`src/rtl/mult_fu_ctrl_pkg.sv`:
```
// Shared types for the multiply functional unit: op encoding, FSM states,
// ROB tag width and the 33-bit operand extension rules.
package mult_fu_ctrl_pkg;

    localparam int ROB_IDX_W_DEF = 5;

    typedef enum logic [1:0] {
        MUL    = 2'd0,
        MULH   = 2'd1,
        MULHSU = 2'd2,
        MULHU  = 2'd3
    } mult_op_t;

    typedef enum logic [1:0] {
        IDLE  = 2'd0,
        START = 2'd1,
        BUSY  = 2'd2,
        DONE  = 2'd3
    } fu_state_t;

    // rs1 is signed for everything except MULHU; rs2 only for MUL/MULH.
    function automatic logic [32:0] ext_a(input mult_op_t op, input logic [31:0] v);
        return {v[31] & (op != MULHU), v};
    endfunction

    function automatic logic [32:0] ext_b(input mult_op_t op, input logic [31:0] v);
        return {v[31] & ((op == MUL) || (op == MULH)), v};
    endfunction

endpackage

```
`src/rtl/mult_fu_ctrl_if.sv`:
```
// Issue/response bus between the reservation station / CDB and the multiply unit.
interface mult_fu_ctrl_if
    import mult_fu_ctrl_pkg::*;
#(
    parameter int ROB_IDX_W = ROB_IDX_W_DEF
);
    logic                 req_valid;
    logic                 req_ready;
    mult_op_t             req_op;
    logic [31:0]          req_rs1;
    logic [31:0]          req_rs2;
    logic [ROB_IDX_W-1:0] req_rob_idx;
    logic                 resp_valid;
    logic                 resp_ready;
    logic [ROB_IDX_W-1:0] resp_rob_idx;
    logic [31:0]          resp_data;
    logic                 flush;
    logic                 busy;

    modport master (
        output req_valid, req_op, req_rs1, req_rs2, req_rob_idx, resp_ready, flush,
        input  req_ready, resp_valid, resp_rob_idx, resp_data, busy
    );

    modport slave (
        input  req_valid, req_op, req_rs1, req_rs2, req_rob_idx, resp_ready, flush,
        output req_ready, resp_valid, resp_rob_idx, resp_data, busy
    );
endinterface

```
`src/rtl/mult_fu_ctrl_mult.sv`:
```
// Sequential 33x33 multiplier: operands registered on start, product and
// complete registered NUM_CYC cycles later (NUM_CYC >= 2). complete stays high until the next start.
module mult_fu_ctrl_mult #(
    parameter int NUM_CYC = 3,
    parameter bit TC_MODE = 1'b1
) (
    input  logic        clk,
    input  logic        rst_n,
    input  logic        hold,
    input  logic        start,
    input  logic [32:0] a,
    input  logic [32:0] b,
    output logic        complete,
    output logic [65:0] product
);
    localparam int CNT_W = $clog2(NUM_CYC) + 1;

    logic [32:0]      a_reg, b_reg;
    logic [CNT_W-1:0] cnt_reg;
    logic             running_reg, complete_reg;
    logic [65:0]      product_reg;
    logic [65:0]      a_ext, b_ext, prod;

    assign a_ext = TC_MODE ? {{33{a_reg[32]}}, a_reg} : {33'b0, a_reg};
    assign b_ext = TC_MODE ? {{33{b_reg[32]}}, b_reg} : {33'b0, b_reg};
    assign prod  = a_ext * b_ext;

    always_ff @(posedge clk or negedge rst_n) begin
        if (!rst_n) begin
            a_reg        <= '0;
            b_reg        <= '0;
            cnt_reg      <= '0;
            running_reg  <= 1'b0;
            complete_reg <= 1'b0;
            product_reg  <= '0;
        end else if (start) begin
            a_reg        <= a;
            b_reg        <= b;
            cnt_reg      <= '0;
            running_reg  <= 1'b1;
            complete_reg <= 1'b0;
        end else if (!hold && running_reg) begin
            if (cnt_reg == CNT_W'(NUM_CYC - 2)) begin
                complete_reg <= 1'b1;
                running_reg  <= 1'b0;
                product_reg  <= prod;
            end else begin
                cnt_reg <= cnt_reg + 1'b1;
            end
        end
    end

    assign complete = complete_reg;
    assign product  = product_reg;
endmodule

```
`src/rtl/mult_fu_ctrl.sv`:
```
// Multiply functional-unit controller: accepts one op, sequences the shared
// multiplier, and holds the result on the CDB port until granted.
module mult_fu_ctrl
    import mult_fu_ctrl_pkg::*;
#(
    parameter int NUM_CYC   = 3,
    parameter int ROB_IDX_W = ROB_IDX_W_DEF
) (
    input  logic          clk,
    input  logic          rst_n,
    mult_fu_ctrl_if.slave bus
);
    localparam int CNT_W = $clog2(NUM_CYC + 2) + 1;

    fu_state_t            state_reg, state_next;
    mult_op_t             op_reg;
    logic [32:0]          a_reg, b_reg;
    logic [ROB_IDX_W-1:0] tag_reg;
    logic [31:0]          result_reg;
    logic [CNT_W-1:0]     cnt_reg;

    logic        req_ready_int, accept, mult_start, mult_complete;
    logic [65:0] product;
    logic        unused_prod_hi;

    assign unused_prod_hi = ^product[65:64];

    always_comb begin
        state_next    = state_reg;
        req_ready_int = 1'b0;
        mult_start    = 1'b0;
        case (state_reg)
            IDLE: begin
                req_ready_int = 1'b1;
                if (bus.req_valid) state_next = START;
            end
            START: begin
                mult_start = 1'b1;
                state_next = BUSY;
            end
            BUSY: begin
                // cnt_reg >= 1 masks a complete level left over from the previous op
                if (mult_complete && (cnt_reg != '0)) state_next = DONE;
            end
            DONE: begin
                if (bus.resp_ready) begin
                    req_ready_int = 1'b1;
                    state_next    = bus.req_valid ? START : IDLE;
                end
            end
            default: state_next = IDLE;
        endcase
        if (bus.flush) begin
            state_next    = IDLE;
            req_ready_int = 1'b0;
            mult_start    = 1'b0;
        end
    end

    assign accept = bus.req_valid & req_ready_int;

    always_ff @(posedge clk or negedge rst_n) begin
        if (!rst_n) begin
            state_reg  <= IDLE;
            op_reg     <= MUL;
            a_reg      <= '0;
            b_reg      <= '0;
            tag_reg    <= '0;
            result_reg <= '0;
            cnt_reg    <= '0;
        end else begin
            state_reg <= state_next;
            if (accept) begin
                op_reg  <= bus.req_op;
                a_reg   <= ext_a(bus.req_op, bus.req_rs1);
                b_reg   <= ext_b(bus.req_op, bus.req_rs2);
                tag_reg <= bus.req_rob_idx;
            end
            if (state_reg == START) begin
                cnt_reg <= '0;
            end else if (state_reg == BUSY && cnt_reg != {CNT_W{1'b1}}) begin
                cnt_reg <= cnt_reg + 1'b1;
            end
            if (state_reg == BUSY && state_next == DONE) begin
                result_reg <= (op_reg == MUL) ? product[31:0] : product[63:32];
            end
        end
    end

    mult_fu_ctrl_mult #(
        .NUM_CYC (NUM_CYC),
        .TC_MODE (1'b1)
    ) DW_mult_seq_inst (
        .clk      (clk),
        .rst_n    (rst_n),
        .hold     (1'b0),
        .start    (mult_start),
        .a        (a_reg),
        .b        (b_reg),
        .complete (mult_complete),
        .product  (product)
    );

    // req_ready is held low while reset is asserted so every output reads 0.
    assign bus.req_ready    = req_ready_int & rst_n;
    assign bus.resp_valid   = (state_reg == DONE);
    assign bus.resp_data    = result_reg;
    assign bus.resp_rob_idx = tag_reg;
    assign bus.busy         = (state_reg != IDLE);
endmodule
```
`src/flat_wrapper.sv`:
```
// flat-port wrapper written by rule: the top's interface ports become plain ports
module mult_fu_ctrl_flat import mult_fu_ctrl_pkg::*;
#(
    parameter int NUM_CYC   = 3,
    parameter int ROB_IDX_W = ROB_IDX_W_DEF
)
  (clk, rst_n, bus_req_valid, bus_req_op, bus_req_rs1, bus_req_rs2, bus_req_rob_idx, bus_resp_ready, bus_flush, bus_req_ready, bus_resp_valid, bus_resp_rob_idx, bus_resp_data, bus_busy);
  mult_fu_ctrl_if #(.ROB_IDX_W(ROB_IDX_W)) bus_i ();
  input  logic clk;
  input  logic rst_n;
  input wire logic [$bits(bus_i.req_valid)-1:0] bus_req_valid;
  input wire logic [$bits(bus_i.req_op)-1:0] bus_req_op;
  input wire logic [$bits(bus_i.req_rs1)-1:0] bus_req_rs1;
  input wire logic [$bits(bus_i.req_rs2)-1:0] bus_req_rs2;
  input wire logic [$bits(bus_i.req_rob_idx)-1:0] bus_req_rob_idx;
  input wire logic [$bits(bus_i.resp_ready)-1:0] bus_resp_ready;
  input wire logic [$bits(bus_i.flush)-1:0] bus_flush;
  output wire logic [$bits(bus_i.req_ready)-1:0] bus_req_ready;
  output wire logic [$bits(bus_i.resp_valid)-1:0] bus_resp_valid;
  output wire logic [$bits(bus_i.resp_rob_idx)-1:0] bus_resp_rob_idx;
  output wire logic [$bits(bus_i.resp_data)-1:0] bus_resp_data;
  output wire logic [$bits(bus_i.busy)-1:0] bus_busy;
  assign bus_i.req_valid = bus_req_valid;
  assign bus_i.req_op = bus_req_op;
  assign bus_i.req_rs1 = bus_req_rs1;
  assign bus_i.req_rs2 = bus_req_rs2;
  assign bus_i.req_rob_idx = bus_req_rob_idx;
  assign bus_i.resp_ready = bus_resp_ready;
  assign bus_i.flush = bus_flush;
  assign bus_req_ready = bus_i.req_ready;
  assign bus_resp_valid = bus_i.resp_valid;
  assign bus_resp_rob_idx = bus_i.resp_rob_idx;
  assign bus_resp_data = bus_i.resp_data;
  assign bus_busy = bus_i.busy;
  mult_fu_ctrl #(.NUM_CYC(NUM_CYC), .ROB_IDX_W(ROB_IDX_W)) u_core (.clk(clk), .rst_n(rst_n), .bus(bus_i));
endmodule
```
`config.mk`:
```
export PLATFORM = sky130hd
export DESIGN_NAME = mult_fu_ctrl_flat
export DESIGN_NICKNAME = d
export VERILOG_FILES = /design/src/rtl/mult_fu_ctrl_pkg.sv /design/src/rtl/mult_fu_ctrl_if.sv /design/src/rtl/mult_fu_ctrl_mult.sv /design/src/rtl/mult_fu_ctrl.sv /design/src/flat_wrapper.sv
export SDC_FILE = /design/constraint.sdc
export NUM_CORES = 2
export LEC_CHECK = 0
export ABC_CLOCK_PERIOD_IN_PS = 8000
export CAP_MARGIN = 25
export CORE_MARGIN = 5
export CORE_UTILIZATION = 59
export DETAILED_ROUTE_END_ITERATION = 16
export GPL_TIMING_DRIVEN = 0
export HOLD_SLACK_MARGIN = 0.08
export PLACE_DENSITY = 0.78
export SYNTH_ARGS = -nofsm -noshare
export SYNTH_HDL_FRONTEND = slang
export SYNTH_SLANG_ARGS = --single-unit
```
`constraint.sdc`:
```
create_clock -name clk -period 8 [get_ports clk]
set_input_delay 1.2 -clock clk [delete_from_list [all_inputs] [get_ports clk]]
set_output_delay 1.2 -clock clk [all_outputs]
set_load 0.02 [all_outputs]
```
==> results.md <==
Clock tree:
- The number of hold buffers added after cts is 0.
- CTS placed an instance of clkbuf_16 at the clock tree root.
- The H-tree depth is 1.
- In this run the deepest clock path goes through 3 buffers.
- The total CTS buffers is 26.
- The clock drives 246 sinks.
- The clock latency on the worst-skew pair is 610 ps.
- Clock-pin slew was measured on the worst setup and hold paths at 60 ps.
- The clock tree from TritonCTS is done.

Layout:
- The proportion of layout cells with a drive suffix above 1 is 0.1249.
- The count of non-filler cells in the finished layout is 6,425.
- The area growth from synthesis to final layout is 13.66%.
- After the last flow step, the layout net total stands at 6,730.
- The register with the most flip-flops in the layout has 64 of them.

Place:
- The wire-length estimate of the detail-placed layout is 139.9 mm.
- The number of I/O port buffers is 115.
- The placed cell count is 6,227.
- Before CTS, the worst setup slack after placement is -1974 ps.
- Routability-driven placement finished with a final weighted congestion of 1.148.

Yosys:
- The mapped netlist covers 47,970 um^2.
- During synthesis, Yosys emitted a total of 0 warnings.
- Among all flip-flop cells after synthesis, the most frequent one is dfrtp_1.
- The share of the Yosys chip area taken by registers is 0.1283.
- Counting flops with a built-in enable in the synthesized netlist gives 0.
- The synthesized area per cell is 9.513 um^2.
- In the synthesized netlist, the number of instances is 5,043.
- The total of flip-flops plus latches after synthesis is 246.
- The async set-reset flop share out of synthesis is 1.000.
- In this run, distinct cell masters in the synthesized netlist total 67.
- The net count of the mapped netlist is 6,465.

STA:
- The final setup violation count is 13.
- On the final layout, the worst clock skew is 60.14 ps.
- The hold violation count in the final report is 0.
- In the post-route analysis, the smallest setup slack over all paths is -391.2 ps.
- Setup repair after global routing could not meet its margin everywhere.
- The transition time at the pin with the least slew margin is 1053 ps.
- The relative slew slack is 0.2983.
- The number of slew-limit violations in the final report is 0.
- On the final layout, the worst hold slack is 460.6 ps.
- Of the available clock period, the critical path in the final layout requires 1.049.
- For the final routed database, the setup TNS stands at -1741 ps.
- The maximum achievable frequency is 119.2 MHz.
- The shortest clock period the worst path allows after layout is 8391 ps.

Detailed routing:
- The final route contains 39,250 vias.
- The wire length reported by the detailed router is 182.3 mm.
- The via density per instance is 6.109.
- The detail route stage leaves a number of antenna-violating nets equal to 0.
- For this run, design rule violations remaining after detail routing come to 0.
- After detailed routing, the average wire length per cell comes to 28.37 um.
- In this run, the number of DRC markers left after iteration 0 of detailed routing was 4,968.
- The count of TritonRoute iterations in the first routing pass is 12.

Setup path:
- STA classifies the critical path endpoint as a register.
- The required time reported for the critical path endpoint is 8430 ps.
- The category of the most critical setup path is reg -> reg.
- The endpoint arrival time on the critical path is 8820 ps.
- The worst setup path is launched from a register.
- The maximum fanout count along the critical path is 10.
- The path depth of the worst reg2reg path is 25.

Outcome:
- The final reports fail on setup timing.
- The flow ran to the end, but the final reports show violations.

Global routing:
- For this run the aggregate overflow at the end of global routing stands at 0.
- The first global-routing pass estimated 262.2 mm of wire.
- The global routing usage summed across all routing layers is 0.4198.
- The number of global-route vias before repair is 41,080.
- The initial antenna violation count came to 34.
- Entering global routing, the biggest net connects 110 pins.

Worst hold path:
- The worst hold-check path type is reg -> reg.
- The worst hold path passes through 2 cells.

Die:
- The core region is 80,550 um^2.
- The floorplan step set the die height to 295.2 um.
- The top-level port count is 116.
- The initialized floorplan defines 104 standard-cell rows.
- The initial core utilization is 0.5956.
- The area enclosed by the die boundary is 87,120 um^2.
- The chip width is 295.2 um.

Job:
- The total of max-cap violations is 0.
[critical path: stages, from the launching register on]
cell and delay (ps):
dfrtp_2 580, clkbuf_4 400, and2_1 200, fa_1 450, fa_1 520, inv_1 80, fa_1 470, fa_1 520
inv_1 50, fa_1 570, fa_1 540, fa_1 530, inv_1 50, fa_1 500, inv_2 50, ha_4 260
and3_4 190, nand2_2 50, or3_4 420, or4_4 470, o22ai_4 230, nor4_2 90, or3_4 370, o311ai_4 250
mux2i_1 220, o311ai_1 100
[Yosys cell counts, drive strengths merged (2+ instances only)]
library cell / count / area [um^2]
inv: 1137 / 4268
fa: 1125 / 22520
nand2: 845 / 3172
and2: 521 / 3261
clkbuf: 261 / 1031
dfrtp: 246 / 6156
ha: 221 / 2765
a21oi: 106 / 530.5
o21ai: 103 / 519.3
mux2: 78 / 878.3
nor2: 69 / 259.0
xnor2: 54 / 473.0
mux2i: 36 / 360.4
a21o: 29 / 217.7
nor2b: 28 / 175.2
xor2: 27 / 236.5
nand2b: 21 / 131.4
nand4: 17 / 106.4
nor3: 14 / 70.07
buf: 11 / 97.59
o21bai: 8 / 60.06
a211oi: 7 / 57.55
and3: 7 / 48.80
a31oi: 6 / 37.54
nand3: 6 / 30.03
o31ai: 5 / 37.54
and4: 4 / 35.03
o21a: 4 / 30.03
o311ai: 4 / 52.56
a21boi: 3 / 22.52
nor4b: 3 / 26.28
o211ai: 3 / 22.52
o22ai: 3 / 18.77
or3: 3 / 23.77
a2111oi: 2 / 17.52
a41oi: 2 / 17.52
nor3b: 2 / 15.01
o21ba: 2 / 20.02
o41ai: 2 / 17.52
or2: 2 / 12.51
or4: 2 / 15.01
[stage by stage]
stage,util,cell area [um^2]
after floorplan,-,47980
after global placement,0.6264,50450
after detailed placement,0.6285,50620
after CTS,0.6666,53690
after global routing,0.6759,54440
final,0.6770,54530
[placed cells by master, fill, tap and decap left out, types with 27 or more instances in the layout]
cell type | Yosys | final
mux2_2 | 78 | 78
o21ai_1 | 47 | 41
nor2_1 | 69 | 63
xor2_1 | 27 | 27
nand2_1 | 845 | 838
clkbuf_16 | 0 | 37
dfrtp_1 | 246 | 189
fa_2 | 0 | 27
ha_1 | 221 | 202
mux2i_1 | 36 | 36
buf_4 | 5 | 113
and2_1 | 520 | 515
fa_1 | 1125 | 1098
a21oi_1 | 106 | 89
diode_2 | 0 | 40
clkbuf_8 | 5 | 59
inv_1 | 1137 | 1114
a21o_1 | 29 | 29
o21ai_0 | 55 | 50
clkbuf_2 | 1 | 47
clkdlybuf4s50_1 | 0 | 114
clkbuf_4 | 0 | 66
xnor2_1 | 54 | 51
dfrtp_2 | 0 | 46
nor2b_1 | 28 | 28
clkbuf_1 | 255 | 60
[path summary, 6_finish.rpt]
kind	from	to	slack [ps]
worst max-delay path	u_core.DW_mult_seq_inst.b_reg[17]	u_core.DW_mult_seq_inst.product[61]	-390
max in group asynchronous	rst_n	u_core.DW_mult_seq_inst.product[12]	6550
worst min register to register	u_core.a_reg[24]	u_core.DW_mult_seq_inst.a_reg[24]	460
min in group asynchronous	rst_n	u_core.b_reg[24]	480
worst min-delay path	u_core.a_reg[24]	u_core.DW_mult_seq_inst.a_reg[24]	460
worst max register to register	u_core.DW_mult_seq_inst.b_reg[17]	u_core.DW_mult_seq_inst.product[61]	-390
[final cells by class]
cell class / instances / area (um^2)
Sequential cell: 246 / 6255
Multi-Input combinational cell: 3387 / 37120
Clock inverter: 8 / 66.31
Antenna cell: 40 / 100.1
Clock buffer: 37 / 752.0
Fill cell: 6119 / 26020
Timing Repair Buffer: 249 / 2449
Inverter: 1137 / 4277
Tap cell: 1060 / 1326
Buffer: 261 / 2182
[metal layers]
metal,global-route usage,routed length (um)
met5,0.03794,640
met4,0.3185,19840
met3,0.1789,26940
met2,0.6065,77230
met1,0.4965,57610
[cell families (layout without fill, tap and decap cells)]
logic type,after synthesis,after routing,synth area share
and+or+nand+nor,1547,1547,0.1543
buffers and inverters,1410,1692,0.1127
adders and majority gates,1346,1346,0.5271
AOI/OAI and AO/OA,299,299,0.03693
DFF,246,246,0.1283
muxes,114,114,0.02582
xor gates and xnor gates,81,81,0.01479
other,0,40,0
[repair_timing]
item,4_1_cts,5_1_grt
cloned,1,1
endpoints found under the hold margin,0,0
setup endpoints to repair,43,28
setup buffers,93,32
gates resized for setup,541,143
pin swaps,46,59
Power is left out: the tool's default activity adds up to more than one toggle a clock period on the data nets, which glitch-free logic cannot reach.
